`src/rtl/vid_timing_pkg.sv`:
```
// vid_timing_pkg
//   Shared raster-timing definitions for the video chain: default 640x480@60
//   constants, the HV trigger bus layout, and the pixel-phase step helper.
//   The text/OSD generators and the GPU RAM use the same trigger indices.
package vid_timing_pkg;

   localparam int DEF_H_RES       = 640;
   localparam int DEF_H_FP        = 16;
   localparam int DEF_H_SYNC      = 96;
   localparam int DEF_H_BP        = 48;
   localparam int DEF_V_RES       = 480;
   localparam int DEF_V_FP        = 10;
   localparam int DEF_V_SYNC      = 2;
   localparam int DEF_V_BP        = 33;
   localparam int DEF_PIX_CLK_DIV = 4;

   localparam int CNT_W     = 12;
   localparam int CNT_MAX   = 4096;
   localparam int HV_TRIG_W = 48;

   localparam int HV_TRIG_LINE_START  = 24;
   localparam int HV_TRIG_FRAME_START = 25;
   localparam int HV_TRIG_VDE_FALL    = 26;

   typedef logic [CNT_W-1:0] cnt_t;

   // Bit layout matches the HV_TRIG_* indices above.
   typedef struct packed {
      logic [20:0] rsvd;
      logic        vde_fall;
      logic        frame_start;
      logic        line_start;
      cnt_t        v;
      cnt_t        h;
   } hv_trig_t;

   // Next pixel phase; a divider of 1 keeps the phase at 0.
   function automatic logic [3:0] next_phase(input logic [3:0] ph, input int div);
      if (div <= 1 || ph == 4'(div - 1))
         return 4'd0;
      return ph + 4'd1;
   endfunction

endpackage

```
`src/rtl/vid_sync_generator_if.sv`:
```
// vid_sync_generator_if
//   Raster timing bundle driven by vid_sync_generator.
//   pc_ena          : pixel phase, pixel logic acts when 0
//   hde_out/vde_out : display enables
//   hs_out/vs_out   : sync pulses (polarity set by the generator)
//   h_count/v_count : live pixel/line counters
//   HV_triggers_out : packed {flags, v, h} trigger bus
interface vid_sync_generator_if;
   import vid_timing_pkg::*;

   logic [3:0]           pc_ena;
   logic                 hde_out;
   logic                 vde_out;
   logic                 hs_out;
   logic                 vs_out;
   cnt_t                 h_count;
   cnt_t                 v_count;
   logic [HV_TRIG_W-1:0] HV_triggers_out;

   modport master (output pc_ena, hde_out, vde_out, hs_out, vs_out,
                   h_count, v_count, HV_triggers_out);
   modport slave  (input  pc_ena, hde_out, vde_out, hs_out, vs_out,
                   h_count, v_count, HV_triggers_out);
endinterface

```
`src/rtl/vid_axis_counter.sv`:
```
// vid_axis_counter
//   One raster axis: a wrapping position counter plus registered region
//   decode (active / front porch / sync / back porch).
//   clk, reset_n : clock, async active-low reset
//   tick         : advance the counter
//   dec_ena      : pixel tick; latch decode of the current count
//   count        : live counter
//   wrap_out     : counter sits at its last value (combinational)
//   de_out       : registered display enable
//   sync_out     : registered sync, active level POL
//   dec_count    : counter value the registered decode belongs to
module vid_axis_counter
   import vid_timing_pkg::*;
#(
   parameter int RES  = DEF_H_RES,
   parameter int FP   = DEF_H_FP,
   parameter int SYNC = DEF_H_SYNC,
   parameter int BP   = DEF_H_BP,
   parameter bit POL  = 1'b0
) (
   input  logic clk,
   input  logic reset_n,
   input  logic tick,
   input  logic dec_ena,
   output cnt_t count,
   output logic wrap_out,
   output logic de_out,
   output logic sync_out,
   output cnt_t dec_count
);

   localparam int   TOTAL      = RES + FP + SYNC + BP;
   localparam int   SYNC_START = RES + FP;
   localparam int   SYNC_END   = RES + FP + SYNC;
   localparam cnt_t LAST       = cnt_t'(TOTAL - 1);

   cnt_t count_p0;
   logic de_p1;
   logic sync_p1;
   cnt_t count_p1;

   assign wrap_out = (count_p0 == LAST);

   always_ff @(posedge clk or negedge reset_n) begin
      if (!reset_n) begin
         count_p0 <= '0;
         de_p1    <= 1'b0;
         sync_p1  <= ~POL;
         count_p1 <= '0;
      end else begin
         if (tick)
            count_p0 <= wrap_out ? '0 : count_p0 + cnt_t'(1);
         // p0 -> p1: decode lags the counter by one pixel tick
         if (dec_ena) begin
            de_p1    <= (int'(count_p0) < RES);
            sync_p1  <= (int'(count_p0) >= SYNC_START && int'(count_p0) < SYNC_END) ? POL : ~POL;
            count_p1 <= count_p0;
         end
      end
   end

   assign count     = count_p0;
   assign de_out    = de_p1;
   assign sync_out  = sync_p1;
   assign dec_count = count_p1;

endmodule

```
`src/rtl/vid_sync_generator.sv`:
```
// vid_sync_generator
//   Raster timing source at the head of the video chain. Divides clk into
//   pixel phases, runs the H and V axis counters and publishes decoded
//   timing plus the HV trigger bus.
//   clk     : system clock
//   reset_n : async active-low reset
//   vid     : timing bundle (pc_ena, hde/vde/hs/vs, counters, triggers)
module vid_sync_generator
   import vid_timing_pkg::*;
#(
   parameter int H_RES       = DEF_H_RES,
   parameter int H_FP        = DEF_H_FP,
   parameter int H_SYNC      = DEF_H_SYNC,
   parameter int H_BP        = DEF_H_BP,
   parameter int V_RES       = DEF_V_RES,
   parameter int V_FP        = DEF_V_FP,
   parameter int V_SYNC      = DEF_V_SYNC,
   parameter int V_BP        = DEF_V_BP,
   parameter int PIX_CLK_DIV = DEF_PIX_CLK_DIV,
   parameter bit HS_POL      = 1'b0,
   parameter bit VS_POL      = 1'b0
) (
   input  logic                 clk,
   input  logic                 reset_n,
   vid_sync_generator_if.master vid
);

   localparam int H_TOTAL = H_RES + H_FP + H_SYNC + H_BP;
   localparam int V_TOTAL = V_RES + V_FP + V_SYNC + V_BP;

   if (H_TOTAL > CNT_MAX || V_TOTAL > CNT_MAX) begin : g_total_chk
      $error("vid_sync_generator: H_TOTAL/V_TOTAL exceed 12-bit counter range");
   end
   if (PIX_CLK_DIV < 1 || PIX_CLK_DIV > 16) begin : g_div_chk
      $error("vid_sync_generator: PIX_CLK_DIV must be 1..16");
   end

   logic [3:0] pc_p0;
   logic       pix_tick;
   cnt_t       h_cnt, v_cnt, h_dec, v_dec;
   logic       h_wrap, v_wrap_unused;
   logic       hde, vde, hs, vs;
   logic       line_start_p1, frame_start_p1, vde_fall_p1;

   assign pix_tick = (pc_p0 == 4'd0);

   always_ff @(posedge clk or negedge reset_n) begin
      if (!reset_n) begin
         pc_p0          <= 4'd0;
         line_start_p1  <= 1'b0;
         frame_start_p1 <= 1'b0;
         vde_fall_p1    <= 1'b0;
      end else begin
         pc_p0 <= next_phase(pc_p0, PIX_CLK_DIV);
         // p0 -> p1: trigger flags registered with the axis decodes
         if (pix_tick) begin
            line_start_p1  <= (h_cnt == '0);
            frame_start_p1 <= (h_cnt == '0) && (v_cnt == '0);
            vde_fall_p1    <= (h_cnt == '0) && (v_cnt == cnt_t'(V_RES));
         end
      end
   end

   vid_axis_counter #(
      .RES(H_RES), .FP(H_FP), .SYNC(H_SYNC), .BP(H_BP), .POL(HS_POL)
   ) u_h (
      .clk(clk), .reset_n(reset_n), .tick(pix_tick), .dec_ena(pix_tick),
      .count(h_cnt), .wrap_out(h_wrap), .de_out(hde), .sync_out(hs),
      .dec_count(h_dec)
   );

   // Lines advance on the pixel tick that wraps the horizontal counter; the
   // vertical decode still latches every pixel tick so it stays aligned to h.
   vid_axis_counter #(
      .RES(V_RES), .FP(V_FP), .SYNC(V_SYNC), .BP(V_BP), .POL(VS_POL)
   ) u_v (
      .clk(clk), .reset_n(reset_n), .tick(h_wrap && pix_tick), .dec_ena(pix_tick),
      .count(v_cnt), .wrap_out(v_wrap_unused), .de_out(vde), .sync_out(vs),
      .dec_count(v_dec)
   );

   hv_trig_t trig;
   always_comb begin
      trig             = '0;
      trig.h           = h_dec;
      trig.v           = v_dec;
      trig.line_start  = line_start_p1;
      trig.frame_start = frame_start_p1;
      trig.vde_fall    = vde_fall_p1;
   end

   assign vid.pc_ena          = pc_p0;
   assign vid.hde_out         = hde;
   assign vid.vde_out         = vde;
   assign vid.hs_out          = hs;
   assign vid.vs_out          = vs;
   assign vid.h_count         = h_cnt;
   assign vid.v_count         = v_cnt;
   assign vid.HV_triggers_out = trig;

endmodule

```
`src/flat_wrapper.sv`:
```
// flat-port wrapper written by rule: the top's interface ports become plain ports
module vid_sync_generator_flat import vid_timing_pkg::*;
#(
   parameter int H_RES       = DEF_H_RES,
   parameter int H_FP        = DEF_H_FP,
   parameter int H_SYNC      = DEF_H_SYNC,
   parameter int H_BP        = DEF_H_BP,
   parameter int V_RES       = DEF_V_RES,
   parameter int V_FP        = DEF_V_FP,
   parameter int V_SYNC      = DEF_V_SYNC,
   parameter int V_BP        = DEF_V_BP,
   parameter int PIX_CLK_DIV = DEF_PIX_CLK_DIV,
   parameter bit HS_POL      = 1'b0,
   parameter bit VS_POL      = 1'b0
)
  (clk, reset_n, vid_pc_ena, vid_hde_out, vid_vde_out, vid_hs_out, vid_vs_out, vid_h_count, vid_v_count, vid_HV_triggers_out);
  vid_sync_generator_if vid_i ();
  input  logic clk;
  input  logic reset_n;
  output wire logic [$bits(vid_i.pc_ena)-1:0] vid_pc_ena;
  output wire logic [$bits(vid_i.hde_out)-1:0] vid_hde_out;
  output wire logic [$bits(vid_i.vde_out)-1:0] vid_vde_out;
  output wire logic [$bits(vid_i.hs_out)-1:0] vid_hs_out;
  output wire logic [$bits(vid_i.vs_out)-1:0] vid_vs_out;
  output wire logic [$bits(vid_i.h_count)-1:0] vid_h_count;
  output wire logic [$bits(vid_i.v_count)-1:0] vid_v_count;
  output wire logic [$bits(vid_i.HV_triggers_out)-1:0] vid_HV_triggers_out;
  assign vid_pc_ena = vid_i.pc_ena;
  assign vid_hde_out = vid_i.hde_out;
  assign vid_vde_out = vid_i.vde_out;
  assign vid_hs_out = vid_i.hs_out;
  assign vid_vs_out = vid_i.vs_out;
  assign vid_h_count = vid_i.h_count;
  assign vid_v_count = vid_i.v_count;
  assign vid_HV_triggers_out = vid_i.HV_triggers_out;
  vid_sync_generator #(.H_RES(H_RES), .H_FP(H_FP), .H_SYNC(H_SYNC), .H_BP(H_BP), .V_RES(V_RES), .V_FP(V_FP), .V_SYNC(V_SYNC), .V_BP(V_BP), .PIX_CLK_DIV(PIX_CLK_DIV), .HS_POL(HS_POL), .VS_POL(VS_POL)) u_core (.clk(clk), .reset_n(reset_n), .vid(vid_i));
endmodule
```
`config.mk`:
```
export PLATFORM = sky130hd
export DESIGN_NAME = vid_sync_generator_flat
export DESIGN_NICKNAME = d
export VERILOG_FILES = /design/src/rtl/vid_timing_pkg.sv /design/src/rtl/vid_sync_generator_if.sv /design/src/rtl/vid_axis_counter.sv /design/src/rtl/vid_sync_generator.sv /design/src/flat_wrapper.sv
export SDC_FILE = /design/constraint.sdc
export NUM_CORES = 1
export LEC_CHECK = 0
export CORE_MARGIN = 2
export CORE_UTILIZATION = 48
export CTS_CLUSTER_SIZE = 28
export DETAILED_ROUTE_END_ITERATION = 16
export GPL_TIMING_DRIVEN = 1
export PLACE_DENSITY_LB_ADDON = 0.2
export SYNTH_ARGS = -nofsm -noshare
export SYNTH_HDL_FRONTEND = slang
export SYNTH_SLANG_ARGS = --single-unit
```
`constraint.sdc`:
```
create_clock -name clk -period 2.7 [get_ports clk]
set_clock_uncertainty 0.1 [all_clocks]
set_input_delay 0.405 -clock clk [delete_from_list [all_inputs] [get_ports clk]]
set_output_delay 0.405 -clock clk [all_outputs]
set_load 0.02 [all_outputs]
```
==> impl_metrics.py, run 1 <==
metrics = {
    "clocking": {
        "post-cts-setup-buffer-count": 0,
        "cts_made_buffers": 9,
        "worst_skew_pair.late_latency_ns": 0.33,
        "clock-sinks": 59,
        "clkTransAtPathRegs_ns": 0.07,
        "holdBufCountCts": 0,
        "ctsResizeCount": 0,
        "cts_tree": "built",
        "cts_htree_levels": 3,
        "cts_root_buf": "clkbuf_8",
        "cts_buffer_depth": 2,
    },
    "synth": {
        "synth_cell_types": 40,
        "yosysWarnings": 0,
        "yosysTopAreaCell": "dfrtp_1",
        "syn_inst": 302,
        "postSynth.asyncResetShare": 1.00,
        "yosysSeqAreaShare": 0.515,
        "synth_area_leaders": "dfrtp_1 (50%), nand2_1 (9.4%), buf_4 (6.5%)",
        "ys_ff_latch": 59,
        "yosysTopAreaCellShare": 0.497,
        "avgSynthCellArea_um2": 9.50,
        "synth_edf_count": 0,
        "synth-main-ff-cell": "dfrtp_1",
        "syn_area_um2": 2870,
    },
    "power": {
        "intPower_uw": 1330,
        "p_clk_frac": 0.460,
        "finalPower_uw": 1720,
        "p_seq_frac": 0.515,
        "switching_share": 0.225,
        "vdd_ir_drop_max_mv": 0.302,
        "p_sw_uw": 386,
        "power_density_nw_per_um2": 473,
        "power_leakage_uw": 0.00164,
        "combinationalPowerShare": 0.025,
    },
    "routing": {
        "postRouteAntennaNets": 0,
        "first_iter_violations": 136,
        "wl_um": 6370,
        "vias_per_cell": 5.05,
        "vias": 2221,
        "routedWlPerCell_um": 14.5,
        "drc": 0,
        "dr.pass1.iters": 4,
    },
    "cells_and_area": {
        "final_nets": 368,
        "fin_util": 0.620,
        "n_antenna_cell": 0,
        "drive_above_1_share": 0.0849,
        "area_growth_pct": 26.5,
    },
    "floorplanning": {
        "fp.dieH_um": 81.3,
        "fp-row-count": 28,
        "core_um2": 5850,
        "start_util": 0.490,
        "fp.dieW_um": 81.3,
        "die-area_um2": 6610,
        "top_level_ports": 82,
    },
    "sta": {
        "worstMarginPinSlew_ns": 0.741,
        "fin_crit_sh": 0.836,
        "clock.fmax_mhz": 443,
        "maxSlewViolCount": 0,
        "finalSetupViolations": 0,
        "hold_viol_final": 0,
        "fin_crit_ns": 2.26,
        "rsz0062_at_grt": "false",
        "tns_ns": 0,
        "slew_headroom": 0.506,
    },
    "global_routing": {
        "grt_util_all_layers": 0.213,
        "grt_pass1_wl_um": 10700,
        "antenna_found_initial": 0,
        "grt-ovfl-total": 0,
        "grt_max_degree": 60,
        "grt_pass1_vias": 2209,
    },
    "outcome": {
        "status": "complete, no violations",
    },
    "setup_path": {
        "reg2regPathDepth": 6,
        "path_class": "flop to flop",
        "cp-start-kind": "flop",
        "crit_path_end_kind": "flop",
        "critical_path.max_fanout": 10,
        "arrival_ns": 2.39,
        "worstPathRequired_ns": 2.83,
    },
    "min_path": {
        "hp-class": "input port to asynchronous set/reset pin",
    },
    "run": {
        "maxCapViolCount": 0,
    },
    "placement": {
        "dp_hpwl_um": 4430,
        "portBuffers": 60,
        "routabilityCongestion": 0.841,
    },
}
==> final cells by class <==
class	count	area, um^2
clock buffer	11	141
sequential	59	1480
tap	75	93.8
clock inverter	5	52.6
multi-input combinational	211	1170
timing repair buffer	66	641
fill	516	2220
inverter	13	48.8
==> cell usage after synthesis (all sizes together), types with 2 or more instances <==
| master | count |
|---|---|
| nand3 | 14 |
| dfstp | 2 |
| a21oi | 4 |
| nor2 | 10 |
| a32o | 2 |
| o22ai | 3 |
| xnor2 | 11 |
| and4 | 3 |
| xor2 | 4 |
| buf | 27 |
| dfrtp | 57 |
| nand4 | 10 |
| inv | 13 |
| nand2b | 2 |
| nor4 | 4 |
| o21ai | 22 |
| nand2 | 72 |
| nor3 | 7 |
| clkbuf | 12 |
| ha | 6 |
| and3 | 4 |
| and4bb | 2 |
==> power by group through the flow <==
stage / Combinational, uW / Clock [uW] / Sequential (uW)
5_1_grt: 51.0 / 844 / 883
2_1_floorplan: 48.6 / 0 / 901
3_3_place_gp: 44.7 / 0 / 900
4_1_cts: 44.9 / 806 / 884
3_5_place_dp: 44.9 / 0 / 900
6_report: 43.7 / 790 / 884
==> cell families after synthesis <==
kind of cell | after synthesis | share of synthesized area
other | 1 | 0.00131
AND/OR/NAND/NOR | 135 | 0.240
XOR/XNOR | 15 | 0.0458
AO/OA/AOI/OAI | 33 | 0.0637
adder cells (fa/ha/maj) | 6 | 0.0262
buffers and inverters | 52 | 0.104
multiplexers | 1 | 0.00349
flip-flops | 59 | 0.515
==> through the flow <==
step           instance area (um^2)  hold slack, ns  setup slack (ns)  instances
6_report                       3630           0.110             0.443        440
3_5_place_dp                   3430           0.362             0.450        424
4_1_cts                        3630           0.146             0.442        440
3_3_place_gp                   3430           0.358             0.537        424
2_1_floorplan                  2940         0.00941             0.650        322
5_1_grt                        3630           0.184             0.249        440
==> critical path, stage by stage, from the launching register on <==
cell and delay, ns:
dfrtp_1 0.42, inv_1 0.07, ha_1 0.15, or3b_1 0.47, and4bb_1 0.51, nand2_1 0.20, o31ai_1 0.23
==> placed cells by master (no fill, tap or decap), drive strengths merged, types with 6 or more instances in the layout <==
cell type	synthesis	layout
dfrtp	57	57
ha	6	6
nand2	72	72
inv	13	13
clkdlybuf4s50	0	59
buf	27	7
o21ai	22	22
clkbuf	12	11
conb	1	21
nor3	7	7
xnor2	11	11
nand4	10	10
nand3	14	14
nor2	10	10
==> per-layer routing <==
layer  vias to the layer above  routed length, um  GRT usage  part of all wire
li1                       1083                  -          -                 -
met1                      1055               2950      0.293              0.46
met2                        79               3010      0.329              0.47
met3                         4                369     0.0400             0.058
met4                         0                 42     0.0915            0.0066
met5                         -                  0          0                 0
==> state kept, by name (all words and copies together) (netlist names) <==
register	count
u_core.vid.pc_ena	4
u_core.u_h.de_out	1
u_core.frame_start_p1	1
u_core.u_v.sync_out	1
u_core.u_h.count	12
u_core.u_v.de_out	1
u_core.u_v.count	12
u_core.u_h.sync_out	1
u_core.u_h.dec_count	12
u_core.line_start_p1	1
u_core.vde_fall_p1	1
u_core.u_v.dec_count	12
==> worst paths after layout <==
check / startpoint / end / slack [ns]
setup reg to reg: u_core.vid.pc_ena[0] / u_core.u_v.count[4] / 0.44
setup / recovery: u_core.vid.pc_ena[0] / u_core.u_v.count[4] / 0.44
min in group clk: u_core.u_v.dec_count[8] / u_core.u_v.dec_count[8] / 0.37
hold reg to reg: u_core.u_v.dec_count[8] / u_core.u_v.dec_count[8] / 0.37
hold / removal: reset_n / u_core.u_h.dec_count[9] / 0.11
max in group asynchronous: reset_n / u_core.u_v.dec_count[3] / 1.89
No activity file was read; power rests on OpenSTA's default activity.
==> inputs of run 2 (changes only) <==
- clock period: 2.7 -> 2.3 ns (I/O delays scaled with it)
==> run 2 against run 1 <==
  * Register-to-register slack lost 0.28 ns
  * Clock-buffer cell count grew 1
  * Maximum frequency grew 5.4%
  * Power grew 35%
  * Combinational power grew 27%
  * Die area is the same
  * First-iteration DRC count grew 2.2%
==> impl_metrics.py, run 2 (synthesized netlist as in run 1, its figures left out) <==
metrics = {
    "sta": {
        "hold_viol_final": 0,
        "maxSlewViolCount": 0,
        "tns_ns": 0,
        "slew_headroom": 0.647,
        "worstMarginPinSlew_ns": 0.524,
        "fin_crit_ns": 2.14,
        "fin_crit_sh": 0.931,
        "finalSetupViolations": 0,
        "rsz0062_at_grt": "false",
        "clock.fmax_mhz": 467,
        "hold_ws_ns": 0.371,
    },
    "run": {
        "maxCapViolCount": 0,
    },
    "placement": {
        "dp_hpwl_um": 4550,
        "portBuffers": 60,
        "placed_cell_area_um2": 3450,
        "routabilityCongestion": 0.862,
    },
    "setup_path": {
        "cp-start-kind": "flop",
        "arrival_ns": 2.31,
        "reg2reg_slack_ns": 0.16,
        "crit_path_end_kind": "flop",
        "critical_path.max_fanout": 10,
        "path_class": "flop to flop",
        "worstPathRequired_ns": 2.47,
    },
    "clocking": {
        "worst_skew_pair.late_latency_ns": 0.34,
        "cts_made_buffers": 9,
        "cts_htree_levels": 3,
        "clkTransAtPathRegs_ns": 0.07,
        "cts_root_buf": "clkbuf_8",
        "cts_buffer_depth": 2,
        "cts_tree": "built",
        "post-cts-setup-buffer-count": 0,
        "clock-sinks": 59,
    },
    "cells_and_area": {
        "stdcell_area_um2": 3730,
        "layout_commonest_cell": "nand2_1",
        "register_area_um2": 1480,
        "final_nets": 370,
        "area_growth_pct": 30.0,
        "n_fill_cell": 496,
        "multiInputGateArea_um2": 1180,
        "n_antenna_cell": 0,
        "most-common-layout-cells": "nand2_1 (72), clkdlybuf4s50_1 (59), dfrtp_1 (57)",
        "drive_above_1_share": 0.0926,
    },
    "floorplanning": {
        "core_um2": 5850,
        "fp.dieH_um": 81.3,
        "start_util": 0.490,
        "top_level_ports": 82,
        "die-area_um2": 6610,
        "fp-row-count": 28,
        "fp.dieW_um": 81.3,
    },
    "power": {
        "power_leakage_uw": 0.00169,
        "power_density_nw_per_um2": 622,
        "vdd_ir_drop_max_mv": 0.389,
    },
    "min_path": {
        "hp-class": "flop to flop",
    },
    "global_routing": {
        "antenna_found_initial": 0,
        "grt_pass1_vias": 2090,
        "grt_pass1_wl_um": 10700,
        "grt-ovfl-total": 0,
        "grt_util_all_layers": 0.217,
        "grt_max_degree": 39,
    },
    "routing": {
        "postRouteAntennaNets": 0,
        "routedWlPerCell_um": 14.7,
        "dr.pass1.iters": 4,
        "wl_um": 6510,
        "vias": 2216,
        "vias_per_cell": 5.01,
        "first_iter_violations": 139,
        "drc": 0,
    },
    "outcome": {
        "status": "complete, no violations",
    },
}
==> run 2: changes by cell type in the layout (fill, tap and decap cells not counted), sizes merged <==
cell	before	now
bufinv	1	3
dlygate4sd3	0	1
clkinv	3	1
clkbuf	11	12
buf	7	8
clkinvlp	1	0
==> run 2: per-layer routing <==
| metal | share of wire | vias up | track usage | wire, um |
|---|---|---|---|---|
| met1 | 0.46 | 1037 | 0.305 | 3000 |
| met4 | 0.023 | 0 | 0.117 | 153 |
| li1 | - | 1085 | - | - |
| met2 | 0.46 | 79 | 0.316 | 3030 |
| met5 | 0 | - | 0 | 0 |
| met3 | 0.051 | 15 | 0.0456 | 330 |
==> run 2: cell type report <==
class	count	share of cell area
Timing Repair Buffer	68	0.180
Clock inverter	4	0.0255
Sequential cell	59	0.397
Clock buffer	12	0.0443
Tap cell	75	0.0252
Multi-Input combinational cell	211	0.315
Inverter	13	0.0131
==> run 2: timing repair <==
item	4_1_cts	5_1_grt
setup endpoints to repair	0	7
hold endpoints to repair	21	0
hold buffers	1	0
gates resized for setup	0	2
==> run 2: metrics by stage <==
step	utilization	total power [uW]	std cells	setup WS, ns
after floorplan	-	1110	322	0.250
after CTS	0.637	2330	442	0.0699
after detailed placement	0.590	1110	425	0.0973
final	0.637	2320	442	0.160
after global routing	0.637	2390	442	0.0288
after global placement	0.590	1110	425	0.203
==> run 2: worst paths after layout <==
kind	startpoint	to	cells after the start
min in group asynchronous	reset_n	u_core.u_h.dec_count[1]	2
max in group asynchronous	reset_n	u_core.u_v.sync_out	3
worst min-delay path	u_core.u_v.dec_count[7]	u_core.u_v.dec_count[7]	2
worst min register to register	u_core.u_v.dec_count[7]	u_core.u_v.dec_count[7]	2
worst max-delay path	u_core.vid.pc_ena[0]	u_core.u_v.count[9]	6
worst max register to register	u_core.vid.pc_ena[0]	u_core.u_v.count[9]	6
==> run 2: power breakdown <==
part	internal [uW]	switching, uW	leakage [uW]
registers	1040	0	0.000777
logic	5.15	50.4	0.000778
clock network	807	417	0.000133
==> run 2: worst max-delay path, stage by stage (launching register included) <==
cell,delay (ns)
dfrtp_1,0.42
inv_1,0.08
ha_1,0.16
or3b_1,0.49
nand4bb_4,0.35
or3_1,0.39
o21ai_1,0.08
